==> src/rtl/alu_sequencer_pkg.sv <==
`timescale 1ns/1ps
// Shared constants for the ALU sequencer: ALU mode codes, flag bit
// positions, sequencer state encodings and mode classification helpers.
package alu_sequencer_pkg;

  // ALU mode codes. One-operand modes in 0x00..0x06, two-operand at 0x10 up.
  localparam logic [4:0] ALU1_LD   = 5'h00;
  localparam logic [4:0] ALU1_INC  = 5'h01;
  localparam logic [4:0] ALU1_DEC  = 5'h02;
  localparam logic [4:0] ALU1_DA   = 5'h03;
  localparam logic [4:0] ALU1_DA_H = 5'h04;
  localparam logic [4:0] ALU1_INCW = 5'h05;
  localparam logic [4:0] ALU1_DECW = 5'h06;
  localparam logic [4:0] ALU2_ADD  = 5'h10;
  localparam logic [4:0] ALU2_ADC  = 5'h11;
  localparam logic [4:0] ALU2_SUB  = 5'h12;
  localparam logic [4:0] ALU2_SBC  = 5'h13;
  localparam logic [4:0] ALU2_AND  = 5'h14;
  localparam logic [4:0] ALU2_OR   = 5'h15;
  localparam logic [4:0] ALU2_XOR  = 5'h16;
  localparam logic [4:0] ALU2_CP   = 5'h17;
  localparam logic [4:0] ALU2_TM   = 5'h18;
  localparam logic [4:0] ALU2_TCM  = 5'h19;

  // Flag bit positions in the architectural flags register.
  localparam int F_C = 0;
  localparam int F_D = 1;
  localparam int F_V = 2;
  localparam int F_H = 4;
  localparam int F_Z = 6;
  localparam int F_S = 7;

  // Sequencer state encodings.
  localparam logic [2:0] ST_IDLE    = 3'd0;
  localparam logic [2:0] ST_RD_A    = 3'd1;
  localparam logic [2:0] ST_RD_B    = 3'd2;
  localparam logic [2:0] ST_EXEC    = 3'd3;
  localparam logic [2:0] ST_DA_H    = 3'd4;
  localparam logic [2:0] ST_RD_HI   = 3'd5;
  localparam logic [2:0] ST_EXEC_HI = 3'd6;

  // True exactly for the defined two-operand codes.
  function automatic logic is_two_operand(input logic [4:0] m);
    return (m >= ALU2_ADD) && (m <= ALU2_TCM);
  endfunction

  // Compare/test modes only produce flags.
  function automatic logic no_writeback(input logic [4:0] m);
    return (m == ALU2_CP) || (m == ALU2_TM) || (m == ALU2_TCM);
  endfunction

  // Word increment/decrement on an even/odd register pair.
  function automatic logic is_word_op(input logic [4:0] m);
    return (m == ALU1_INCW) || (m == ALU1_DECW);
  endfunction

endpackage

==> src/rtl/alu_sequencer.sv <==
`timescale 1ns/1ps
// alu_sequencer: multi-cycle controller between the instruction decoder and
// the combinational ALU. Reads operands, drives the ALU, writes results back
// and owns the flags register. DA and INCW/DECW run as two byte steps.
module alu_sequencer
  import alu_sequencer_pkg::*;
(
  input  logic       clk,
  input  logic       reset,
  input  logic       start,
  input  logic [4:0] mode,
  input  logic [7:0] dst,
  input  logic [7:0] src,
  input  logic       srcImm,
  output logic       busy,
  output logic       done,
  output logic [7:0] regAddr,
  output logic       regRe,
  input  logic [7:0] regRdData,
  output logic       regWe,
  output logic [7:0] regWrData,
  output logic [4:0] aluMode,
  output logic [7:0] aluA,
  output logic [7:0] aluB,
  output logic [7:0] aluFlags,
  input  logic [7:0] aluOut,
  input  logic [7:0] aluOutFlags,
  output logic [7:0] flags,
  input  logic       flagsWr,
  input  logic [7:0] flagsWrData
);

  logic [2:0] state;
  logic [4:0] mode_q;
  logic [7:0] dst_q;
  logic [7:0] src_q;
  logic       imm_q;
  logic [7:0] op_a;
  logic [7:0] op_b;
  logic [7:0] tmp_flags;
  logic [7:0] flags_q;

  logic       reg_src;
  logic       word_op;
  logic       da_op;
  logic [7:0] dst_lo;
  logic [7:0] dst_hi;

  assign reg_src = is_two_operand(mode_q) && !imm_q;
  assign word_op = is_word_op(mode_q);
  assign da_op   = (mode_q == ALU1_DA);
  assign dst_lo  = dst_q | 8'h01;
  assign dst_hi  = dst_q & 8'hFE;
  assign busy    = (state != ST_IDLE);
  assign flags   = flags_q;

  // Per-state strobes and ALU drive; everything idles at zero / ALU1_LD.
  always_comb begin
    done      = 1'b0;
    regAddr   = 8'h00;
    regRe     = 1'b0;
    regWe     = 1'b0;
    regWrData = 8'h00;
    aluMode   = ALU1_LD;
    aluA      = 8'h00;
    aluB      = 8'h00;
    aluFlags  = 8'h00;
    case (state)
      ST_RD_A: begin
        regRe   = 1'b1;
        regAddr = word_op ? dst_lo : dst_q;
      end
      ST_RD_B: begin
        if (reg_src) begin
          regRe   = 1'b1;
          regAddr = src_q;
        end
      end
      ST_EXEC: begin
        aluA     = op_a;
        aluB     = reg_src ? regRdData : op_b;
        aluFlags = flags_q;
        if (da_op) begin
          aluMode = ALU1_DA;
        end else if (word_op) begin
          aluMode   = (mode_q == ALU1_INCW) ? ALU1_INC : ALU1_DEC;
          regWe     = 1'b1;
          regAddr   = dst_lo;
          regWrData = aluOut;
        end else begin
          aluMode = mode_q;
          done    = 1'b1;
          if (!no_writeback(mode_q)) begin
            regWe     = 1'b1;
            regAddr   = dst_q;
            regWrData = aluOut;
          end
        end
      end
      ST_DA_H: begin
        aluMode   = ALU1_DA_H;
        aluA      = op_a;
        aluFlags  = tmp_flags;
        regWe     = 1'b1;
        regAddr   = dst_q;
        regWrData = aluOut;
        done      = 1'b1;
      end
      ST_RD_HI: begin
        regRe   = 1'b1;
        regAddr = dst_hi;
      end
      ST_EXEC_HI: begin
        aluMode   = mode_q;
        aluA      = regRdData;
        aluB      = op_b;
        aluFlags  = tmp_flags;
        regWe     = 1'b1;
        regAddr   = dst_hi;
        regWrData = aluOut;
        done      = 1'b1;
      end
      default: begin
      end
    endcase
  end

  // State sequencing, operand capture and flag commit in the final step.
  always_ff @(posedge clk) begin
    if (reset) begin
      state     <= ST_IDLE;
      mode_q    <= ALU1_LD;
      dst_q     <= 8'h00;
      src_q     <= 8'h00;
      imm_q     <= 1'b0;
      op_a      <= 8'h00;
      op_b      <= 8'h00;
      tmp_flags <= 8'h00;
      flags_q   <= 8'h00;
    end else begin
      case (state)
        ST_IDLE: begin
          if (flagsWr) flags_q <= flagsWrData;
          if (start) begin
            mode_q <= mode;
            dst_q  <= dst;
            src_q  <= src;
            imm_q  <= srcImm;
            state  <= ST_RD_A;
          end
        end
        ST_RD_A: state <= ST_RD_B;
        ST_RD_B: begin
          op_a <= regRdData;
          if (imm_q) op_b <= src_q;
          state <= ST_EXEC;
        end
        ST_EXEC: begin
          if (da_op) begin
            op_a      <= aluOut;
            tmp_flags <= aluOutFlags;
            state     <= ST_DA_H;
          end else if (word_op) begin
            op_b      <= aluOut;
            tmp_flags <= aluOutFlags;
            state     <= ST_RD_HI;
          end else begin
            flags_q <= aluOutFlags;
            state   <= ST_IDLE;
          end
        end
        ST_DA_H: begin
          flags_q <= aluOutFlags;
          state   <= ST_IDLE;
        end
        ST_RD_HI: state <= ST_EXEC_HI;
        ST_EXEC_HI: begin
          flags_q <= aluOutFlags;
          state   <= ST_IDLE;
        end
        default: state <= ST_IDLE;
      endcase
    end
  end

endmodule

==> config.mk <==
export PLATFORM = sky130hd
export DESIGN_NAME = alu_sequencer
export DESIGN_NICKNAME = d
export VERILOG_FILES = /design/src/rtl/alu_sequencer_pkg.sv /design/src/rtl/alu_sequencer.sv
export SDC_FILE = /design/constraint.sdc
export NUM_CORES = 1
export LEC_CHECK = 0
export ABC_AREA = 1
export CORE_MARGIN = 4
export CORE_UTILIZATION = 49
export DETAILED_ROUTE_END_ITERATION = 6
export PLACE_DENSITY_LB_ADDON = 0.1
export SYNTH_ARGS = -nofsm -noshare
export SYNTH_HDL_FRONTEND = slang
export SYNTH_SLANG_ARGS = --single-unit
export TNS_END_PERCENT = 10
==> constraint.sdc <==
create_clock -name clk -period 4.7 [get_ports clk]
set_clock_uncertainty 0.2 [all_clocks]
set_input_delay 0.94 -clock clk [delete_from_list [all_inputs] [get_ports clk]]
set_output_delay 0.94 -clock clk [all_outputs]
set_load 0.05 [all_outputs]
==> impl_metrics.toml, run 1 <==
[timing]
finalSetupViolations = 0
maxSlewViolCount = 0
finalCritPeriodShare_pct = 86.2
worstMarginPinSlew_ns = 0.661
clock.fmax_mhz = 247
rsz0062_at_grt = "false"
fin_ws_ns = 0.648
finalHoldViolCount = 0
tns_ns = 0
relSlewSlack_pct = 55.8
period_minus_slack_ns = 4.05

[finish]
layout_common_cells = "114 x clkdlybuf4s50_1, 97 x nand2_1, 81 x o21ai_0, 67 x nor2_1, 57 x dfxtp_1"
final_common_cell = "clkdlybuf4s50_1"
fill_cells = 551
ff_latch_area_um2 = 1140
final_util_pct = 71.7
area_delta_synth_final_pct = 42.3
n_antenna_cell = 0
num-nets-final = 662
drive_above_1_share_pct = 6.40
multi_input_area_um2 = 1670

[floorplanning]
initial_core_util_pct = 50.4
num_rows = 29
ioPinCount = 115
die_w_um = 88.6
dieArea_um2 = 7850
core_um2 = 6310
die_y_um = 88.6

[global_routing]
grt_start_max_net_pins = 45
antenna_found_initial = 0
grt_pass1_wl_mm = 15.3
grt_use_total_pct = 25.0
grt-ovfl-total = 0
grt_pass1_vias = 3366

[logic_synthesis]
ys_ff_latch = 57
synth_nets = 558
syn_area_um2 = 3180
yosysUniqueCellTypes = 25
ys_seq_area_share_pct = 35.9
synth.area.top_cells = "dfxtp_1 36%, o21ai_0 13%, nand2_1 11%"
yosysWarnings = 0
synth_top_cell_area_share_pct = 35.9
yosys.area.top_type = "dfxtp_1"
syn_area_per_cell_um2 = 6.36
syn_inst = 500

[drt]
viasPerCell = 5.23
antenna_left = 0
wire_per_inst_um = 14.1
drt_first_pass_iters = 4
vias = 3590
drt_iter0_markers = 226
wl_mm = 9.66
drc = 0

[worst_setup_path]
critPathMaxFanout = 16
cp_slowest_stage_delay_ns = 0.84
slowest_stage = "clkdlybuf4s50_1"
cp_cell_sequence = "inv_6 -> nand3_1 -> nor2_2 -> nand2_1 -> o21ai_0 -> clkdlybuf4s50_1"
endpoint_kind = "output pin"
cp-start-kind = "flop"
critPathKind = "flop to output pin"
critPathTopFamily = "buffers and inverters"
critPathBufInv = 2
crit_cells = 6
cp.required_ns = 3.56
worst_ep_arrival_time_ns = 2.91
rr_worst_depth = 9

[outcome]
outcome = "finished clean"

[hold_path]
hold_class = "flop to flop"
hold_depth = 2

[place]
preCtsSetupSlack_ns = 1.02
dp_hpwl_mm = 7.17
port_buffers = 114
gp_congestion = 0.842

[clock_tree]
cts_made_buffers = 9
cts_root_buf = "clkbuf_8"
postCtsHoldBufs = 0
clock_latency_ns = 0.34
numClockSinks = 57
htreeDepth = 3
clk_pin_slew_ns = 0.07
cts_max_path_buffers = 2
cts_tree = "built"
cts-resized-gates = 0
cts_setup_buffers = 0

[pwr]
p_leak_nw = 1.91
powerDensity_nw_per_um2 = 354
ir_drop_v = 0.000235

[run]
maxCapViolations = 0
final timing paths:
kind                         start               endpoint  slack, ns
max reg2reg  state[2]$_SDFFE_PP0P_  flags[2]$_SDFFE_PP0P_       2.32
min reg2reg  dst_q[2]$_SDFFE_PP0P_  dst_q[2]$_SDFFE_PP0P_       0.27
min          dst_q[2]$_SDFFE_PP0P_  dst_q[2]$_SDFFE_PP0P_       0.27
max          state[2]$_SDFFE_PP0P_                aluB[0]       0.65
worst reg2reg max path: cells and delay by family, from the launching register on:
kind,cells,cell delay [ns]
buffers and inverters,2,0.20
DFF,1,0.69
and+or+nand+nor,7,1.20
state kept, by name, summed over array words and instances (netlist names):
| signal | flops |
|---|---|
| tmp_flags | 8 |
| op_b | 8 |
| mode_q | 5 |
| src_q | 8 |
| op_a | 8 |
| state | 3 |
| dst_q | 8 |
| imm_q | 1 |
| flags | 8 |
report_power, final:
part / internal [mW] / switching, mW
registers: 0.541 / 0.0371
logic: 0.169 / 0.319
clock network: 0.326 / 0.210
cell families after synthesis:
| family | after synthesis | share of synthesized area, % |
|---|---|---|
| buffers and inverters | 84 | 11.6 |
| DFF | 57 | 35.9 |
| AOI/OAI and AO/OA | 133 | 21.7 |
| and+or+nand+nor | 226 | 30.8 |
per-layer routing:
layer / share of wire [%] / wire [um] / vias to the layer above / global-route usage [%]
li1: - / - / 1826 / -
met1: 43 / 4190 / 1603 / 32.2
met2: 48 / 4590 / 139 / 41.4
met3: 7.1 / 681 / 22 / 4.66
met4: 2.0 / 194 / 0 / 9.89
met5: 0 / 0 / - / 0
synthesized netlist by cell type (all sizes together):
library cell  count
nand2           106
o21ai            84
nor2             70
inv              61
dfxtp            57
a21oi            40
nand3            39
buf              12
clkbuf           11
nor3              9
a21boi            8
nand4             2
o21a              1
through the flow:
stage / hold slack (ns) / total power, mW / cell area, um2 / std cells
2_1_floorplan: 0.239 / 0.909 / 3180 / 500
3_3_place_gp: 0.259 / 1.07 / 4300 / 670
3_5_place_dp: 0.262 / 1.07 / 4300 / 670
4_1_cts: 0.274 / 1.60 / 4530 / 686
5_1_grt: 0.291 / 1.68 / 4530 / 686
6_report: 0.271 / 1.60 / 4530 / 686
final cells by class:
cell class                      count  area share [%]
Clock buffer                       11            3.34
Sequential cell                    57            25.2
Tap cell                           77            2.13
Clock inverter                      5            1.71
Timing Repair Buffer              116            25.5
Multi-Input combinational cell    359            36.9
Inverter                           61            5.17
Note: power is estimated with default switching activity, not from simulation.
==> run 2, diff against run 1 <==
--- a/config.mk
+++ b/config.mk
@@ -8,6 +8,7 @@
 export ABC_AREA = 1
 export CORE_MARGIN = 4
 export CORE_UTILIZATION = 49
+export CTS_CLUSTER_DIAMETER = 80
 export DETAILED_ROUTE_END_ITERATION = 6
 export PLACE_DENSITY_LB_ADDON = 0.1
 export SYNTH_ARGS = -nofsm -noshare
==> results of run 2 <==
The final DEF is identical to that of run 1; final timing and power are the same.
==> run 3, diff against run 2 <==
--- a/config.mk
+++ b/config.mk
@@ -6,6 +6,8 @@
 export NUM_CORES = 1
 export LEC_CHECK = 0
 export ABC_AREA = 1
+export ABC_CLOCK_PERIOD_IN_PS = 4700
+export CAP_MARGIN = 10
 export CORE_MARGIN = 4
 export CORE_UTILIZATION = 49
 export CTS_CLUSTER_DIAMETER = 80
==> results of run 3 <==
The final DEF is identical to that of run 1; final timing and power are the same.
